### src/rtl/dsp_nco_sweep_if.sv
// dsp_nco_sweep_if: control, config and NCO-drive bundle of the sweep block.
// master drives config/commands, slave (the sweeper) drives NCO/status.
interface dsp_nco_sweep_if #(
  parameter int PHI_WIDTH   = 32,
  parameter int DWELL_WIDTH = 16
);
  logic                   start;
  logic                   abort;
  logic [PHI_WIDTH-1:0]   cfg_start;
  logic [PHI_WIDTH-1:0]   cfg_stop;
  logic [PHI_WIDTH-1:0]   cfg_step;
  logic [DWELL_WIDTH-1:0] cfg_dwell;
  logic [1:0]             cfg_mode;
  logic                   nco_en;
  logic [PHI_WIDTH-1:0]   phi_inc;
  logic                   busy;
  logic                   step_stb;
  logic                   sweep_wrap;
  logic                   done;

  modport master (
    output start,
    output abort,
    output cfg_start,
    output cfg_stop,
    output cfg_step,
    output cfg_dwell,
    output cfg_mode,
    input  nco_en,
    input  phi_inc,
    input  busy,
    input  step_stb,
    input  sweep_wrap,
    input  done
  );

  modport slave (
    input  start,
    input  abort,
    input  cfg_start,
    input  cfg_stop,
    input  cfg_step,
    input  cfg_dwell,
    input  cfg_mode,
    output nco_en,
    output phi_inc,
    output busy,
    output step_stb,
    output sweep_wrap,
    output done
  );
endinterface

### src/rtl/dsp_nco_sweep.sv
// dsp_nco_sweep: stepped linear chirp generator feeding NCO en/phi_inc.
// Define DSP_NCO_SWEEP_PAUSE_EN to add the hold (pause) input.
module dsp_nco_sweep #(
  parameter int PHI_WIDTH   = 32,
  parameter int DWELL_WIDTH = 16
) (
  input  logic clk,
  input  logic rst_n,
`ifdef DSP_NCO_SWEEP_PAUSE_EN
  input  logic hold,
`endif
  dsp_nco_sweep_if.slave bus
);

`ifndef DSP_NCO_SWEEP_PAUSE_EN
  logic hold;
  assign hold = 1'b0;
`endif

  typedef enum logic [1:0] {
    IDLE,
    RUN,
    FIN
  } state_t;

  localparam logic [DWELL_WIDTH-1:0] D_ONE = 1;

  state_t                 state_q;
  logic [PHI_WIDTH-1:0]   start_q;
  logic [PHI_WIDTH-1:0]   stop_q;
  logic [PHI_WIDTH-1:0]   step_q;
  logic [DWELL_WIDTH-1:0] dlast_q;
  logic [DWELL_WIDTH-1:0] cnt_q;
  logic                   rep_q;
  logic                   tri_q;
  logic                   up_q;
  logic                   to_stop_q;
  logic [PHI_WIDTH-1:0]   phi_q;
  logic                   en_q;
  logic                   busy_q;
  logic                   stb_q;
  logic                   wrap_q;
  logic                   done_q;

  logic [PHI_WIDTH-1:0]   tgt;
  logic [PHI_WIDTH-1:0]   tgt_rev;
  logic [PHI_WIDTH-1:0]   nxt;
  logic [PHI_WIDTH-1:0]   nxt_rev;
  logic [DWELL_WIDTH-1:0] dwell_m1;
  logic                   at_end;
  logic                   do_adv;
  logic                   do_rep;
  logic                   do_tri;
  logic                   do_fin;

  // Saturating move toward tgt; 33-bit math so the top word never wraps.
  function automatic logic [PHI_WIDTH-1:0] step_to(
    input logic [PHI_WIDTH-1:0] cur,
    input logic [PHI_WIDTH-1:0] dst,
    input logic [PHI_WIDTH-1:0] stp,
    input logic                 up
  );
    logic [PHI_WIDTH:0] sum;
    logic [PHI_WIDTH:0] dif;
    sum     = {1'b0, cur} + {1'b0, stp};
    dif     = {1'b0, cur} - {1'b0, dst};
    step_to = dst;
    if (stp != '0) begin
      if (up) begin
        if (sum < {1'b0, dst})
          step_to = sum[PHI_WIDTH-1:0];
      end else if (dif > {1'b0, stp}) begin
        step_to = cur - stp;
      end
    end
  endfunction

  assign tgt      = to_stop_q ? stop_q : start_q;
  assign tgt_rev  = to_stop_q ? start_q : stop_q;
  assign nxt      = step_to(phi_q, tgt, step_q, up_q);
  assign nxt_rev  = step_to(phi_q, tgt_rev, step_q, !up_q);
  assign dwell_m1 = (bus.cfg_dwell == '0) ? '0
                  : bus.cfg_dwell - D_ONE;

  assign at_end = (phi_q == tgt);
  assign do_adv = !at_end;
  assign do_rep = at_end && rep_q;
  assign do_tri = at_end && tri_q;
  assign do_fin = at_end && !rep_q && !tri_q;

  always_ff @(posedge clk or negedge rst_n) begin
    if (!rst_n) begin
      state_q   <= IDLE;
      start_q   <= '0;
      stop_q    <= '0;
      step_q    <= '0;
      dlast_q   <= '0;
      cnt_q     <= '0;
      rep_q     <= 1'b0;
      tri_q     <= 1'b0;
      up_q      <= 1'b1;
      to_stop_q <= 1'b1;
      phi_q     <= '0;
      en_q      <= 1'b0;
      busy_q    <= 1'b0;
      stb_q     <= 1'b0;
      wrap_q    <= 1'b0;
      done_q    <= 1'b0;
    end else begin
      stb_q  <= 1'b0;
      wrap_q <= 1'b0;
      done_q <= 1'b0;
      if (bus.abort) begin
        state_q <= IDLE;
        phi_q   <= '0;
        en_q    <= 1'b0;
        busy_q  <= 1'b0;
        cnt_q   <= '0;
      end else begin
        unique case (state_q)
          IDLE: begin
            if (bus.start) begin
              start_q   <= bus.cfg_start;
              stop_q    <= bus.cfg_stop;
              step_q    <= bus.cfg_step;
              dlast_q   <= dwell_m1;
              cnt_q     <= dwell_m1;
              rep_q     <= (bus.cfg_mode == 2'b01);
              tri_q     <= (bus.cfg_mode == 2'b10);
              up_q      <= (bus.cfg_stop >= bus.cfg_start);
              to_stop_q <= 1'b1;
              phi_q     <= bus.cfg_start;
              en_q      <= 1'b1;
              busy_q    <= 1'b1;
              stb_q     <= 1'b1;
              state_q   <= RUN;
            end
          end
          RUN: begin
            if (!hold) begin
              if (cnt_q != '0) begin
                cnt_q <= cnt_q - D_ONE;
              end else begin
                cnt_q <= dlast_q;
                unique case (1'b1)
                  do_adv: begin
                    phi_q <= nxt;
                    stb_q <= 1'b1;
                  end
                  do_rep: begin
                    phi_q  <= start_q;
                    stb_q  <= 1'b1;
                    wrap_q <= 1'b1;
                  end
                  // endpoint already held; next word is one step back
                  do_tri: begin
                    phi_q     <= nxt_rev;
                    up_q      <= !up_q;
                    to_stop_q <= !to_stop_q;
                    stb_q     <= 1'b1;
                    wrap_q    <= 1'b1;
                  end
                  do_fin: begin
                    state_q <= FIN;
                    en_q    <= 1'b0;
                    busy_q  <= 1'b0;
                    done_q  <= 1'b1;
                  end
                  default: begin
                    state_q <= IDLE;
                  end
                endcase
              end
            end
          end
          FIN: begin
            state_q <= IDLE;
          end
          default: begin
            state_q <= IDLE;
          end
        endcase
      end
    end
  end

  assign bus.nco_en     = en_q;
  assign bus.phi_inc    = phi_q;
  assign bus.busy       = busy_q;
  assign bus.step_stb   = stb_q;
  assign bus.sweep_wrap = wrap_q;
  assign bus.done       = done_q;

endmodule

### src/flat_wrapper.sv
// flat-port wrapper written by rule: the top's interface ports become plain ports
module dsp_nco_sweep_flat 
#(
  parameter int PHI_WIDTH   = 32,
  parameter int DWELL_WIDTH = 16
)
  (clk, rst_n, bus_start, bus_abort, bus_cfg_start, bus_cfg_stop, bus_cfg_step, bus_cfg_dwell, bus_cfg_mode, bus_nco_en, bus_phi_inc, bus_busy, bus_step_stb, bus_sweep_wrap, bus_done);
  dsp_nco_sweep_if #(.PHI_WIDTH(PHI_WIDTH), .DWELL_WIDTH(DWELL_WIDTH)) bus_i ();
  input  logic clk;
  input  logic rst_n;
  input wire logic [$bits(bus_i.start)-1:0] bus_start;
  input wire logic [$bits(bus_i.abort)-1:0] bus_abort;
  input wire logic [$bits(bus_i.cfg_start)-1:0] bus_cfg_start;
  input wire logic [$bits(bus_i.cfg_stop)-1:0] bus_cfg_stop;
  input wire logic [$bits(bus_i.cfg_step)-1:0] bus_cfg_step;
  input wire logic [$bits(bus_i.cfg_dwell)-1:0] bus_cfg_dwell;
  input wire logic [$bits(bus_i.cfg_mode)-1:0] bus_cfg_mode;
  output wire logic [$bits(bus_i.nco_en)-1:0] bus_nco_en;
  output wire logic [$bits(bus_i.phi_inc)-1:0] bus_phi_inc;
  output wire logic [$bits(bus_i.busy)-1:0] bus_busy;
  output wire logic [$bits(bus_i.step_stb)-1:0] bus_step_stb;
  output wire logic [$bits(bus_i.sweep_wrap)-1:0] bus_sweep_wrap;
  output wire logic [$bits(bus_i.done)-1:0] bus_done;
  assign bus_i.start = bus_start;
  assign bus_i.abort = bus_abort;
  assign bus_i.cfg_start = bus_cfg_start;
  assign bus_i.cfg_stop = bus_cfg_stop;
  assign bus_i.cfg_step = bus_cfg_step;
  assign bus_i.cfg_dwell = bus_cfg_dwell;
  assign bus_i.cfg_mode = bus_cfg_mode;
  assign bus_nco_en = bus_i.nco_en;
  assign bus_phi_inc = bus_i.phi_inc;
  assign bus_busy = bus_i.busy;
  assign bus_step_stb = bus_i.step_stb;
  assign bus_sweep_wrap = bus_i.sweep_wrap;
  assign bus_done = bus_i.done;
  dsp_nco_sweep #(.PHI_WIDTH(PHI_WIDTH), .DWELL_WIDTH(DWELL_WIDTH)) u_core (.clk(clk), .rst_n(rst_n), .bus(bus_i));
endmodule
### config.mk
export PLATFORM = sky130hd
export DESIGN_NAME = dsp_nco_sweep_flat
export DESIGN_NICKNAME = d
export VERILOG_FILES = /design/src/rtl/dsp_nco_sweep_if.sv /design/src/rtl/dsp_nco_sweep.sv /design/src/flat_wrapper.sv
export SDC_FILE = /design/constraint.sdc
export NUM_CORES = 1
export LEC_CHECK = 0
export ABC_CLOCK_PERIOD_IN_PS = 10400
export CAP_MARGIN = 20
export CELL_PAD_IN_SITES_DETAIL_PLACEMENT = 0
export CELL_PAD_IN_SITES_GLOBAL_PLACEMENT = 1
export CORE_MARGIN = 1.5
export CORE_UTILIZATION = 45
export DETAILED_ROUTE_END_ITERATION = 7
export MAX_ROUTING_LAYER = met4
export PLACE_DENSITY = 0.94
export SLEW_MARGIN = 10
export SYNTH_ARGS = -nofsm -noshare
export SYNTH_HDL_FRONTEND = slang
export SYNTH_SLANG_ARGS = --single-unit
export TNS_END_PERCENT = 5
### constraint.sdc
create_clock -name clk -period 10.4 [get_ports clk]
set_clock_uncertainty 0.05 [all_clocks]
set_input_delay 1.04 -clock clk [delete_from_list [all_inputs] [get_ports clk]]
set_output_delay 1.04 -clock clk [all_outputs]
set_load 0.05 [all_outputs]
==> Word-level counts from Yosys, hierarchy flattened <==
Index checks and enable logic that the tools add are counted.
W data, S select, Z words.
{ "op_classes": {"addsub": 6, "magnitude_cmp": 5, "eq_ne": 12, "n_mux": 50, "n_bitwise": 1, "reduce_logical": 23} }
{ "op_table": {"columns": ["cell", "n"], "rows": [
  ["$mux W32", 13],
  ["$pmux W32 S3", 1],
  ["$gt A33 B32 Y1", 2],
  ["$lt A33 B32 Y1", 2],
  ["$sub A32 B32 Y33", 2],
  ["$mux W16", 4],
  ["$pmux W32 S2", 1],
  ["$add A32 B32 Y33", 1],
  ["$eq A32 B32 Y1", 1],
  ["$ge A32 B32 Y1", 1],
  ["$pmux W16 S2", 1],
  ["$reduce_bool A32 Y1", 1],
  ["$sub A16 B1 Y16 const B", 2],
  ["$sub A32 B32 Y32", 1],
  ["$mux W1", 21],
  ["$logic_not A16 Y1", 1],
  ["$reduce_bool A16 Y1", 1],
  ["$ne A3 B3 Y1 const B", 3],
  ["$pmux W1 S2", 4],
  ["$pmux W2 S2", 2],
  ["$reduce_and A4 Y1", 2],
  ["$mux W2", 3],
  ["$reduce_and A3 Y1", 2],
  ["$logic_not A1 Y1", 5],
  ["other kinds (15)", 20]
]} }
{ "word_totals": {"register_bits": 170, "in_bits": 118, "out_inout_bits": 37, "wordCells": 112} }

==> Depth between registers and ports, before layout <==
Gate-level depths: netlist of run 1.
{ "depth": {"ltp_word": 10, "ltp_mapped": 33, "depth_no_buf": 27} }

==> Worst setup path before layout of run 1 <==
OpenSTA, ideal clock, no wires.
{ "synth_path": {"path_kind": "flip-flop to flip-flop", "from": "register u_core.to_stop_q", "to": "register u_core.phi_q[8], in the netlist u_core.bus.phi_inc[8]", "setup_time_ps": 134, "arrival_time_ps": 6942, "required_ps": 10216, "path_slack_ps": 3274, "stages_incl_launch_ff": 32, "n_path_buf": 6, "synth_period_minus_slack_ps": 7126, "cell_sequence": "dfstp_2 -> buf_2 -> clkbuf_1 -> buf_1 -> buf_1 -> mux2i_1 -> ha_1 -> a211oi_1 -> nor2_1 -> nor4_1 -> nor3_1 -> nor3_1 -> nor2_1 -> a21o_1 -> a21oi_1 -> o21ai_1 -> or4b_1 -> nand3_1 -> ha_1 -> and4_1 -> nand3_1 -> nor2_1 -> a2111oi_0 -> o211ai_1 -> a21oi_1 -> nand2_1 -> buf_2 -> buf_2 -> nand3_1 -> a21oi_1 -> a2111oi_0 -> o21ai_1"} }
{ "synth_via": {"elab_chain_len": 10, "elab_cells_between_ends": 26, "cone_classes": "2 x add/sub; 4 x order compare; 2 x eq/ne; 14 x mux; 4 x reduce/logical"} }
{ "synth_lines": {"columns": ["element", "line_no", "source"], "rows": [
  ["from (decl)", "dsp_nco_sweep.sv:37", "logic to_stop_q;"],
  ["from (signal assigned)", "dsp_nco_sweep.sv:159", "to_stop_q <= !to_stop_q;"],
  ["$mux W32, on equally long branches", "dsp_nco_sweep.sv:79, dsp_nco_sweep.sv:78", null],
  ["$sub A32 B32 Y33", "dsp_nco_sweep.sv:66", "dif = {1'b0, cur} - {1'b0, dst};"],
  ["$gt A33 B32 Y1", "dsp_nco_sweep.sv:72", "end else if (dif > {1'b0, stp}) begin"],
  ["$mux W32", "dsp_nco_sweep.sv:72", null],
  ["$mux W32", "dsp_nco_sweep.sv:69", "if (up) begin"],
  ["$mux W32", "dsp_nco_sweep.sv:68", "if (stp != '0) begin"],
  ["$pmux W32 S3", "dsp_nco_sweep.sv:145", "unique case (1'b1)"],
  ["$mux W32", "dsp_nco_sweep.sv:141", "if (cnt_q != '0) begin"],
  ["$pmux W32 S2", "dsp_nco_sweep.sv:120", "unique case (state_q)"],
  ["$mux W32", "dsp_nco_sweep.sv:113", "if (bus.abort) begin"],
  ["to (signal assigned)", "dsp_nco_sweep.sv:132", "phi_q <= bus.cfg_start;"],
  ["to (signal assigned)", "dsp_nco_sweep.sv:147", "phi_q <= nxt;"],
  ["to (signal assigned)", "dsp_nco_sweep.sv:151", "phi_q <= start_q;"],
  ["to (decl)", "dsp_nco_sweep.sv:38", "logic [PHI_WIDTH-1:0] phi_q;"]
]} }
Parallel ways exist; a longest one is shown, timed or not. The select of a mux whose other input is x is not followed.
A chain may end at the register's enable or synchronous reset.

==> Worst setup path in the final report of run 1 <==
{ "layout_path": {"from": "register u_core.to_stop_q", "to": "register u_core.phi_q[21], in the netlist u_core.bus.phi_inc[21]"} }
Same word-level chain as after synthesis.

==> results of run 1 <==
==> critical path: cells and delay by family, from the launching register on <==
kind | cells | cell delay, ns
buffers and inverters | 2 | 0.51
and+or+nand+nor | 6 | 1.88
AOI/OAI and AO/OA | 14 | 3.47
xor gates and xnor gates | 1 | 0.17
adders and majority gates | 2 | 0.71
DFF | 1 | 1.03
muxes | 1 | 0.53
==> per-layer routing <==
layer  track usage [%]  share of wire [%]
met4             13.55                3.7
met5                 -                  0
met1             54.16                 44
met3             7.303                 10
met2             54.52                 42
==> path summary, 6_finish.rpt <==
kind	start	end	slack (ns)	cells past startpoint
worst max-delay path	u_core.to_stop_q	u_core.bus.phi_inc[21]	1.86	26
worst min-delay path	rst_n	u_core.stop_q[7]	0.34	1
worst max register to register	u_core.to_stop_q	u_core.bus.phi_inc[21]	1.86	26
worst min register to register	u_core.dlast_q[9]	u_core.dlast_q[9]	0.43	2
max in group asynchronous	rst_n	u_core.stop_q[18]	8.23	3
min in group clk	u_core.dlast_q[9]	u_core.dlast_q[9]	0.43	2
==> cells by family after synthesis <==
group           Yosys count
fa+ha+maj               294
mux                      94
xor+xnor                128
simple gates            905
buf+inv                 284
compound gates          931
flops                   170
==> synthesized netlist by cell type, types with 18 or more instances <==
cell type	count	area share [%]
a211oi_1	47	1.7
xor2_1	43	1.8
nor3_1	67	1.6
buf_2	21	0.49
nor2b_1	32	0.94
mux2i_1	73	3.4
o21bai_1	22	0.77
o211ai_1	20	0.70
a31oi_1	18	0.53
mux2_2	19	1.0
a22oi_1	26	0.91
a21o_1	56	2.0
o21a_1	29	1.0
nand2b_1	29	0.85
ha_1	290	17
nand4_1	32	0.94
dfrtp_1	168	20
xnor2_1	85	3.5
nand3_1	55	1.3
nor4_1	29	0.85
nand2_1	365	6.4
o21ai_1	53	1.2
nor2_1	192	3.4
a21oi_1	242	5.7
o21ai_0	226	5.3
inv_1	148	2.6
clkbuf_1	91	1.6
o31ai_1	23	0.81
==> cell usage in the layout (no fill, tap or decap), types with 43 or more instances in the layout <==
cell type        netlist  routed
a211oi_1              47      47
a21o_1                56      56
a21oi_1              242     242
clkdlybuf4s50_1        0     153
dfrtp_1              168     168
ha_1                 290     290
inv_1                148     148
mux2i_1               73      73
nand2_1              365     363
nand3_1               55      55
nor2_1               192     190
nor3_1                67      67
o21ai_0              226     226
o21ai_1               53      52
xnor2_1               85      85
xor2_1                43      43
==> layout make-up <==
cell class	count	area share (%)
Timing Repair Buffer	187	7.530
Clock buffer	17	1.769
Clock inverter	15	0.8066
Antenna cell	1	0.01041
Inverter	151	2.357
Sequential cell	170	17.72
Tap cell	607	3.159
Multi-Input combinational cell	2352	66.65
==> stage by stage <==
step	setup slack (ns)	area (sq um)	hold WS, ns	util [%]
6_report	1.862	24040	0.3421	51.54
5_1_grt	1.603	24040	0.3545	51.54
4_1_cts	2.057	24010	0.4333	51.47
3_5_place_dp	2.112	23390	0.4149	50.14
3_3_place_gp	2.253	23390	0.4050	50.13
2_1_floorplan	3.274	21360	0.3904	-
==> power breakdown <==
part / total [mW] / internal, mW / switching (mW)
sequential: 0.962 / 0.773 / 0.189
clock: 0.707 / 0.329 / 0.379
combinational: 4.00 / 1.43 / 2.57
==> registers in the layout, summed over array words and instances (netlist names) <==
register,flops
u_core.bus.done,1
u_core.bus.nco_en,1
u_core.bus.phi_inc,32
u_core.bus.step_stb,1
u_core.bus.sweep_wrap,1
u_core.cnt_q,16
u_core.dlast_q,16
u_core.rep_q,1
u_core.start_q,32
u_core.state_q,2
u_core.step_q,32
u_core.stop_q,32
u_core.to_stop_q,1
u_core.tri_q,1
u_core.up_q,1
==> flow_summary.yaml, run 1 <==
clock_network:
  postCtsHoldBufs: 0
  cts_tree: "done"
  clock_latency_ns: 0.51
  clockBufferDepth: 2
  cts-htree-levels: 4
  clkSinkCount: 170
  cts_setup_buffers: 0
  postCtsResizedCells: 0
  cts_inserted_buffers: 17
  clk_pin_slew_ns: 0.08
  cts-root-buf: "clkbuf_16"
worst_setup_path:
  cpPeakStageDelay_ns: 1.03
  cp.arrival_ns: 8.88
  required_ns: 10.74
  critPathMaxFanout: 42
  crit_slowest_cell: "dfstp_4"
  crit_top_cell: "a21oi_1"
  end_kind: "register"
  startpoint_type: "register"
  crit_type: "reg2reg"
yosys:
  synth_top_family_by_area: "compound AO/OA/AOI/OAI gates"
  synthArstFlopShare_pct: 100.0
  avgSynthCellArea_sq_um: 7.612
  syn_area_sq_um: 21360
  synth-seq-area-share_pct: 19.93
  syn-num-nets: 3218
  synth_cells: 2806
  synth_compound_gate_area_share_pct: 27.97
  synth_mux_area_share_pct: 4.528
  synthSimpleGateAreaFrac_pct: 19.76
  ys_warn_count: 0
  synthAdderAreaFrac_pct: 17.36
  ys_ff_latch: 170
  synth_edf_count: 0
  synthFlopType: "dfrtp_1"
  yosysUniqueCellTypes: 100
  synth-xor-area-share_pct: 5.249
floorplan:
  start_util_pct: 45.78
  num_rows: 79
  core_sq_um: 46650
  num_io_pins: 155
  die_h_um: 220.9
  die_area_sq_um: 48780
  fp.dieW_um: 220.9
run_status:
  status: "finished, violations left"
  violations: "DRC"
timing:
  finalMaxSlewViolations: 0
  slew-limit-headroom_pct: 25.43
  fin_crit_sh_pct: 82.09
  fin_setup_tns_ns: 0
  hold_viol: 0
  fin_crit_ns: 8.538
  finalSetupViolations: 0
  rsz0062_at_grt: "no"
  fmax_ghz: 0.1171
  worst_pin_slew_ns: 1.116
placement:
  io_buffers: 154
  place_congestion: 1.050
  dp.cells: 3466
  hpwl_um: 72580
layout:
  instances_no_fill: 3500
  seqCellArea_sq_um: 4260
  fin_nets: 3291
  nFillCells: 4501
  drive_gt1_share_pct: 4.530
  multi_input_area_sq_um: 16030
  area_delta_synth_final_pct: 12.57
global_route:
  grt_overflow: 0
  grt_pass1_wl_um: 137900
  grt_pass1_vias: 21490
  grt_max_degree: 96
  grt_use_total_pct: 38.44
  antenna_found_initial: 1
route:
  first_pass_iters: 8
  routedWlPerCell_um: 26.54
  drc_errors: 4
  drt-total-wl_um: 92870
  routed_via_density: 6.595
  vias: 23080
  drt_iter0_markers: 2866
  ant_nets: 0
job:
  maxCapViolCount: 0
hold_path:
  hold_path.class: "in2async"
power_and_ir_drop:
  p_per_area_nw_per_um2: 235.8
  total_power_mw: 5.669
  ir_drop_mv: 0.1510
  p_leak_nw: 11.02
No activity file was read; power rests on OpenSTA's default activity.
==> run 2, diff against run 1 <==
--- a/config.mk
+++ b/config.mk
@@ -5,15 +5,15 @@
 export SDC_FILE = /design/constraint.sdc
 export NUM_CORES = 1
 export LEC_CHECK = 0
-export ABC_CLOCK_PERIOD_IN_PS = 10400
+export ABC_CLOCK_PERIOD_IN_PS = 7400
 export CAP_MARGIN = 20
 export CELL_PAD_IN_SITES_DETAIL_PLACEMENT = 0
 export CELL_PAD_IN_SITES_GLOBAL_PLACEMENT = 1
 export CORE_MARGIN = 1.5
-export CORE_UTILIZATION = 45
+export CORE_UTILIZATION = 41
 export DETAILED_ROUTE_END_ITERATION = 7
 export MAX_ROUTING_LAYER = met4
-export PLACE_DENSITY = 0.94
+export PLACE_DENSITY = 0.91
 export SLEW_MARGIN = 10
 export SYNTH_ARGS = -nofsm -noshare
 export SYNTH_HDL_FRONTEND = slang
==> constraint.sdc (replaced) <==
create_clock -name clk -period 7.4 [get_ports clk]
set_clock_uncertainty 0.05 [all_clocks]
set_input_delay 0.74 -clock clk [delete_from_list [all_inputs] [get_ports clk]]
set_output_delay 0.74 -clock clk [all_outputs]
set_load 0.05 [all_outputs]
==> run 2 against run 1 <==
Effect of this change: the run now ends clean; wire length is 5.3% higher; non-clock buffer count up 94; clock power is 41% higher; critical path type unchanged; largest cell class unchanged; highest routed layer unchanged.
==> flow_summary.yaml, run 2 (same netlist as run 1, synthesis figures left out) <==
timing:
  fin_crit_sh_pct: 96.38
  fin_crit_ns: 7.132
  slew-limit-headroom_pct: 18.67
  rsz0062_at_grt: "yes"
  finalMaxSlewViolations: 0
  fmax_ghz: 0.1402
  setup_ws_ns: 0.2678
  fin_setup_tns_ns: 0
  finalSetupViolations: 0
  worst_pin_slew_ns: 1.217
  hold_viol: 0
route:
  routed_via_density: 6.426
  vias: 23580
  ant_nets: 0
  drc_errors: 0
  routedWlPerCell_um: 26.64
  first_pass_iters: 8
  drt-total-wl_um: 97760
  drt_iter0_markers: 2747
floorplan:
  start_util_pct: 41.55
  num_rows: 83
  num_io_pins: 155
  core_sq_um: 51410
  die_area_sq_um: 53470
  die_h_um: 231.2
  fp.dieW_um: 231.2
clock_network:
  clockBufferDepth: 2
  cts_tree: "done"
  cts-root-buf: "clkbuf_16"
  postCtsHoldBufs: 0
  cts_inserted_buffers: 17
  clk_pin_slew_ns: 0.09
  cts-htree-levels: 4
  clkSinkCount: 170
  clock_latency_ns: 0.52
worst_setup_path:
  crit_start: "u_core.to_stop_q"
  crit_top_cell: "nand3_1"
  required_ns: 7.79
  end_kind: "register"
  r2r_slack_ns: 0.27
  cp.arrival_ns: 7.53
  r2r_end: "u_core.bus.phi_inc[19]"
  r2r-start: "u_core.to_stop_q"
  ff2ff_path_depth: 29
  cpPeakStageDelay_ns: 0.75
  crit_slowest_cell: "dfstp_4"
  critPathMaxFanout: 19
  crit_type: "reg2reg"
  crit_end: "u_core.bus.phi_inc[19]"
  startpoint_type: "register"
layout:
  fin_nets: 3385
  layout_common_cells: "nand2_1, ha_1, a21oi_1"
  drive_gt1_share_pct: 7.904
  mostFrequentLayoutCell: "nand2_1"
  area_delta_synth_final_pct: 16.87
power_and_ir_drop:
  p_leak_nw: 11.51
  p_per_area_nw_per_um2: 334.6
  ir_drop_mv: 0.2203
global_route:
  antenna_found_initial: 2
  grt_overflow: 0
  grt_pass1_vias: 22210
  grt_use_total_pct: 37.18
  grt_max_degree: 96
  grt_pass1_wl_um: 143100
placement:
  io_buffers: 154
  place_congestion: 1.046
  dpl_worst_slack_ns: 0.1457
  hpwl_um: 78060
job:
  maxCapViolCount: 0
run_status:
  status: "completed"
hold_path:
  hold_path.class: "in2async"
run 2: cell count changes in the layout (fill, tap and decap cells not counted), moves of 2 or more:
cell,change
nor3_2,+2
buf_12,+6
a2111oi_0,-3
a2111oi_1,+2
a21oi_1,-2
mux2i_1,-2
diode_2,+2
mux2i_2,+2
buf_4,+89
a21oi_2,+2
run 2: worst max-delay path: cells and delay by family (launching register included):
family	cells	cell delay, ns
AND/OR/NAND/NOR	12	2.28
multiplexers	1	0.37
flip-flops	1	0.75
buffers and inverters	4	0.76
AO/OA/AOI/OAI	10	2.28
adder cells (fa/ha/maj)	2	0.56
run 2: final cells by class:
class,instances,area [sq um]
Antenna cell,3,7.507
Clock buffer,17,425.4
Clock inverter,15,192.7
Fill cell,5156,26440
Inverter,151,566.8
Multi-Input combinational cell,2352,16090
Sequential cell,170,4260
Tap cell,680,850.8
Timing Repair Buffer,281,2571
run 2: metal layers:
layer / wire [um] / global-route usage (%)
met5: 0 / -
met1: 43130 / 51.10
met3: 10740 / 8.551
met2: 40160 / 52.33
met4: 3729 / 14.40
run 2: how the worst min path moves through the flow:
stage | startpoint | to | cells past startpoint
2_1_floorplan | rst_n | u_core.bus.done | 0
3_3_place_gp | u_core.dlast_q[15] | u_core.dlast_q[15] | 2
3_5_place_dp | u_core.dlast_q[4] | u_core.dlast_q[4] | 2
4_1_cts | rst_n | u_core.bus.phi_inc[16] | 1
5_1_grt | rst_n | u_core.step_q[0] | 1
6_report | rst_n | u_core.step_q[0] | 1
run 2: per-stage QoR:
step | instance area [sq um] | std cells | total power [mW] | hold WS [ns] | util [%]
4_1_cts | 24880 | 3665 | 8.119 | 0.2072 | 48.40
2_1_floorplan | 21360 | 2806 | 4.955 | 0.3904 | -
5_1_grt | 24960 | 3668 | 8.842 | 0.2534 | 48.56
3_3_place_gp | 24260 | 3633 | 7.021 | 0.4045 | 47.19
6_report | 24960 | 3669 | 8.353 | 0.2153 | 48.56
3_5_place_dp | 24260 | 3633 | 7.093 | 0.4187 | 47.19
run 2: repair_timing:
item                       in CTS  in global routing
resized for setup               0                 16
setup endpoints to repair       0                 32
setup buffers                   0                  1
run 2: power breakdown:
group	switching [mW]	internal, mW	leakage (nW)
combinational	3.79	2.25	9.06
clock	0.536	0.461	0.293
sequential	0.222	1.09	2.15
==> variant: new RTL, flow settings as in run 1 <==
`DWELL_WIDTH` is set to 16 in 3 places; all go to 32.
--- a/src/rtl/dsp_nco_sweep_if.sv
+++ b/src/rtl/dsp_nco_sweep_if.sv
@@ -3,5 +3,5 @@
 interface dsp_nco_sweep_if #(
   parameter int PHI_WIDTH   = 32,
-  parameter int DWELL_WIDTH = 16
+  parameter int DWELL_WIDTH = 32
 );
   logic                   start;
--- a/src/rtl/dsp_nco_sweep.sv
+++ b/src/rtl/dsp_nco_sweep.sv
@@ -3,5 +3,5 @@
 module dsp_nco_sweep #(
   parameter int PHI_WIDTH   = 32,
-  parameter int DWELL_WIDTH = 16
+  parameter int DWELL_WIDTH = 32
 ) (
   input  logic clk,
--- a/src/flat_wrapper.sv
+++ b/src/flat_wrapper.sv
@@ -3,5 +3,5 @@
 #(
   parameter int PHI_WIDTH   = 32,
-  parameter int DWELL_WIDTH = 16
+  parameter int DWELL_WIDTH = 32
 )
   (clk, rst_n, bus_start, bus_abort, bus_cfg_start, bus_cfg_stop, bus_cfg_step, bus_cfg_dwell, bus_cfg_mode, bus_nco_en, bus_phi_inc, bus_busy, bus_step_stb, bus_sweep_wrap, bus_done);
Interface: changed (resized bus_cfg_dwell); port bits go from 155 to 171. The function was not compared with the original's and may differ.
==> variant against run 1 <==
Design area is 8.4% higher; worst setup slack better by 210 ps; wire length is 5.0% higher; non-clock buffer count is 22 higher; core utilization is 0.64 points higher; final cell count is 5.9% higher; synthesized area is 6.1% higher; fmax is 2.5% higher; synthesized cell count is 3.6% higher; sequential cell count is 32 higher; total power is 0.78% higher; critical path type unchanged; largest power group unchanged.
==> variant: results (changes against run 1) <==
metric,value,unit,change
first_global_vias,23270,,was 21490
synth-seq-area-share,0.2232,,was 0.1993
grtUsageMet2,0.5927,,was 0.5452
grt_pass1_wl,144100,µm,was 137900 µm
reg2reg_slack,2070,ps,was 1860 ps
cp_max_fo,53,,was 42
p_leak,11.92,nW,was 11.02 nW
critPathArrivalTime,8770,ps,was 8880 ps
place_area,0.02502,mm²,was 0.02339 mm²
avgSynthCellArea,7.796,µm²,was 7.612 µm²
grtUsageMet3,0.07060,,was 0.07303
max-vdd-ir-drop,0.1492,mV,was 0.1510 mV
met1_usage,0.5073,,was 0.5416
grtUsageTotal,0.3843,,was 0.3844
ys_types,90,,was 100
pre_cts_ws,2345,ps,was 2112 ps
clk_latency,610,ps,was 510 ps
dr_wl_met3,8112,µm,was 9657 µm
port_buffers,170,,was 154
yosys.area_share.adder,0.1636,,was 0.1736
place_inst,3654,,was 3466
cts_buffers,28,,was 17
path_clk_slew,60,ps,was 80 ps
synthTopCellsByArea,"dfrtp_1, ha_1, nand2_1, o21ai_0, a21oi_1",,"was dfrtp_1, ha_1, nand2_1, a21oi_1, o21ai_0"
drive_gt1_frac,0.04550,,was 0.04530
dp_hpwl,76640,µm,was 72580 µm
synth_compound_area_frac,0.2660,,was 0.2797
worstHoldPathType,register to register,,was input port to asynchronous set/reset pin
met1_length,42610,µm,was 41180 µm
outcome,"complete, no violations",,"was finished, violations left"
place.gp.congestion,0.9854,,was 1.050
whs,427.0,ps,was 342.1 ps
worst_slew_pin_slew,1150,ps,was 1116 ps
antenna_found_initial,0,,was 1
variant: cell count changes after synthesis, moves of 15 or more:
cell,change
nor3_1,+16
o21ai_1,-47
o21ai_0,+27
xnor2_1,+28
dfrtp_1,+32
o211ai_1,+15
variant: worst paths after layout:
| path | depth (start not counted) | to | from |
|---|---|---|---|
| max | 26 | u_core.bus.phi_inc[23] | u_core.to_stop_q |
| min | 2 | u_core.dlast_q[2] | u_core.dlast_q[2] |
| max reg2reg | 26 | u_core.bus.phi_inc[23] | u_core.to_stop_q |
| min reg2reg | 2 | u_core.dlast_q[2] | u_core.dlast_q[2] |
| max in group asynchronous | 2 | u_core.step_q[25] | rst_n |
| min in group asynchronous | 1 | u_core.stop_q[3] | rst_n |
variant: final cells by class:
type | instances | share of cell area
Sequential cell | 202 | 0.1941
Multi-Input combinational cell | 2437 | 0.6376
Inverter | 135 | 0.01944
Timing Repair Buffer | 209 | 0.07655
Tap cell | 672 | 0.03225
Clock inverter | 12 | 0.01008
Antenna cell | 1 | 0.00009598
Clock buffer | 38 | 0.02985
variant: power by group:
part	internal, mW	switching [mW]	total [mW]
sequential	0.914	0.199	1.11
combinational	1.26	2.23	3.49
clock	0.696	0.416	1.11
variant: worst reg2reg max path: cells and delay by family (launching register included):
kind                     cells  cell delay, ps
AND/OR/NAND/NOR              1             140
adder cells (fa/ha/maj)      2             550
XOR/XNOR                     1              90
multiplexers                 1             710
buffers and inverters        1             240
AO/OA/AOI/OAI               20            5250
flip-flops                   1            1160
variant: cell families after synthesis:
family,count (synthesis)
mux,90
buf+inv,268
fa+ha+maj,294
compound gates,939
xor+xnor,153
flops,202
simple gates,961
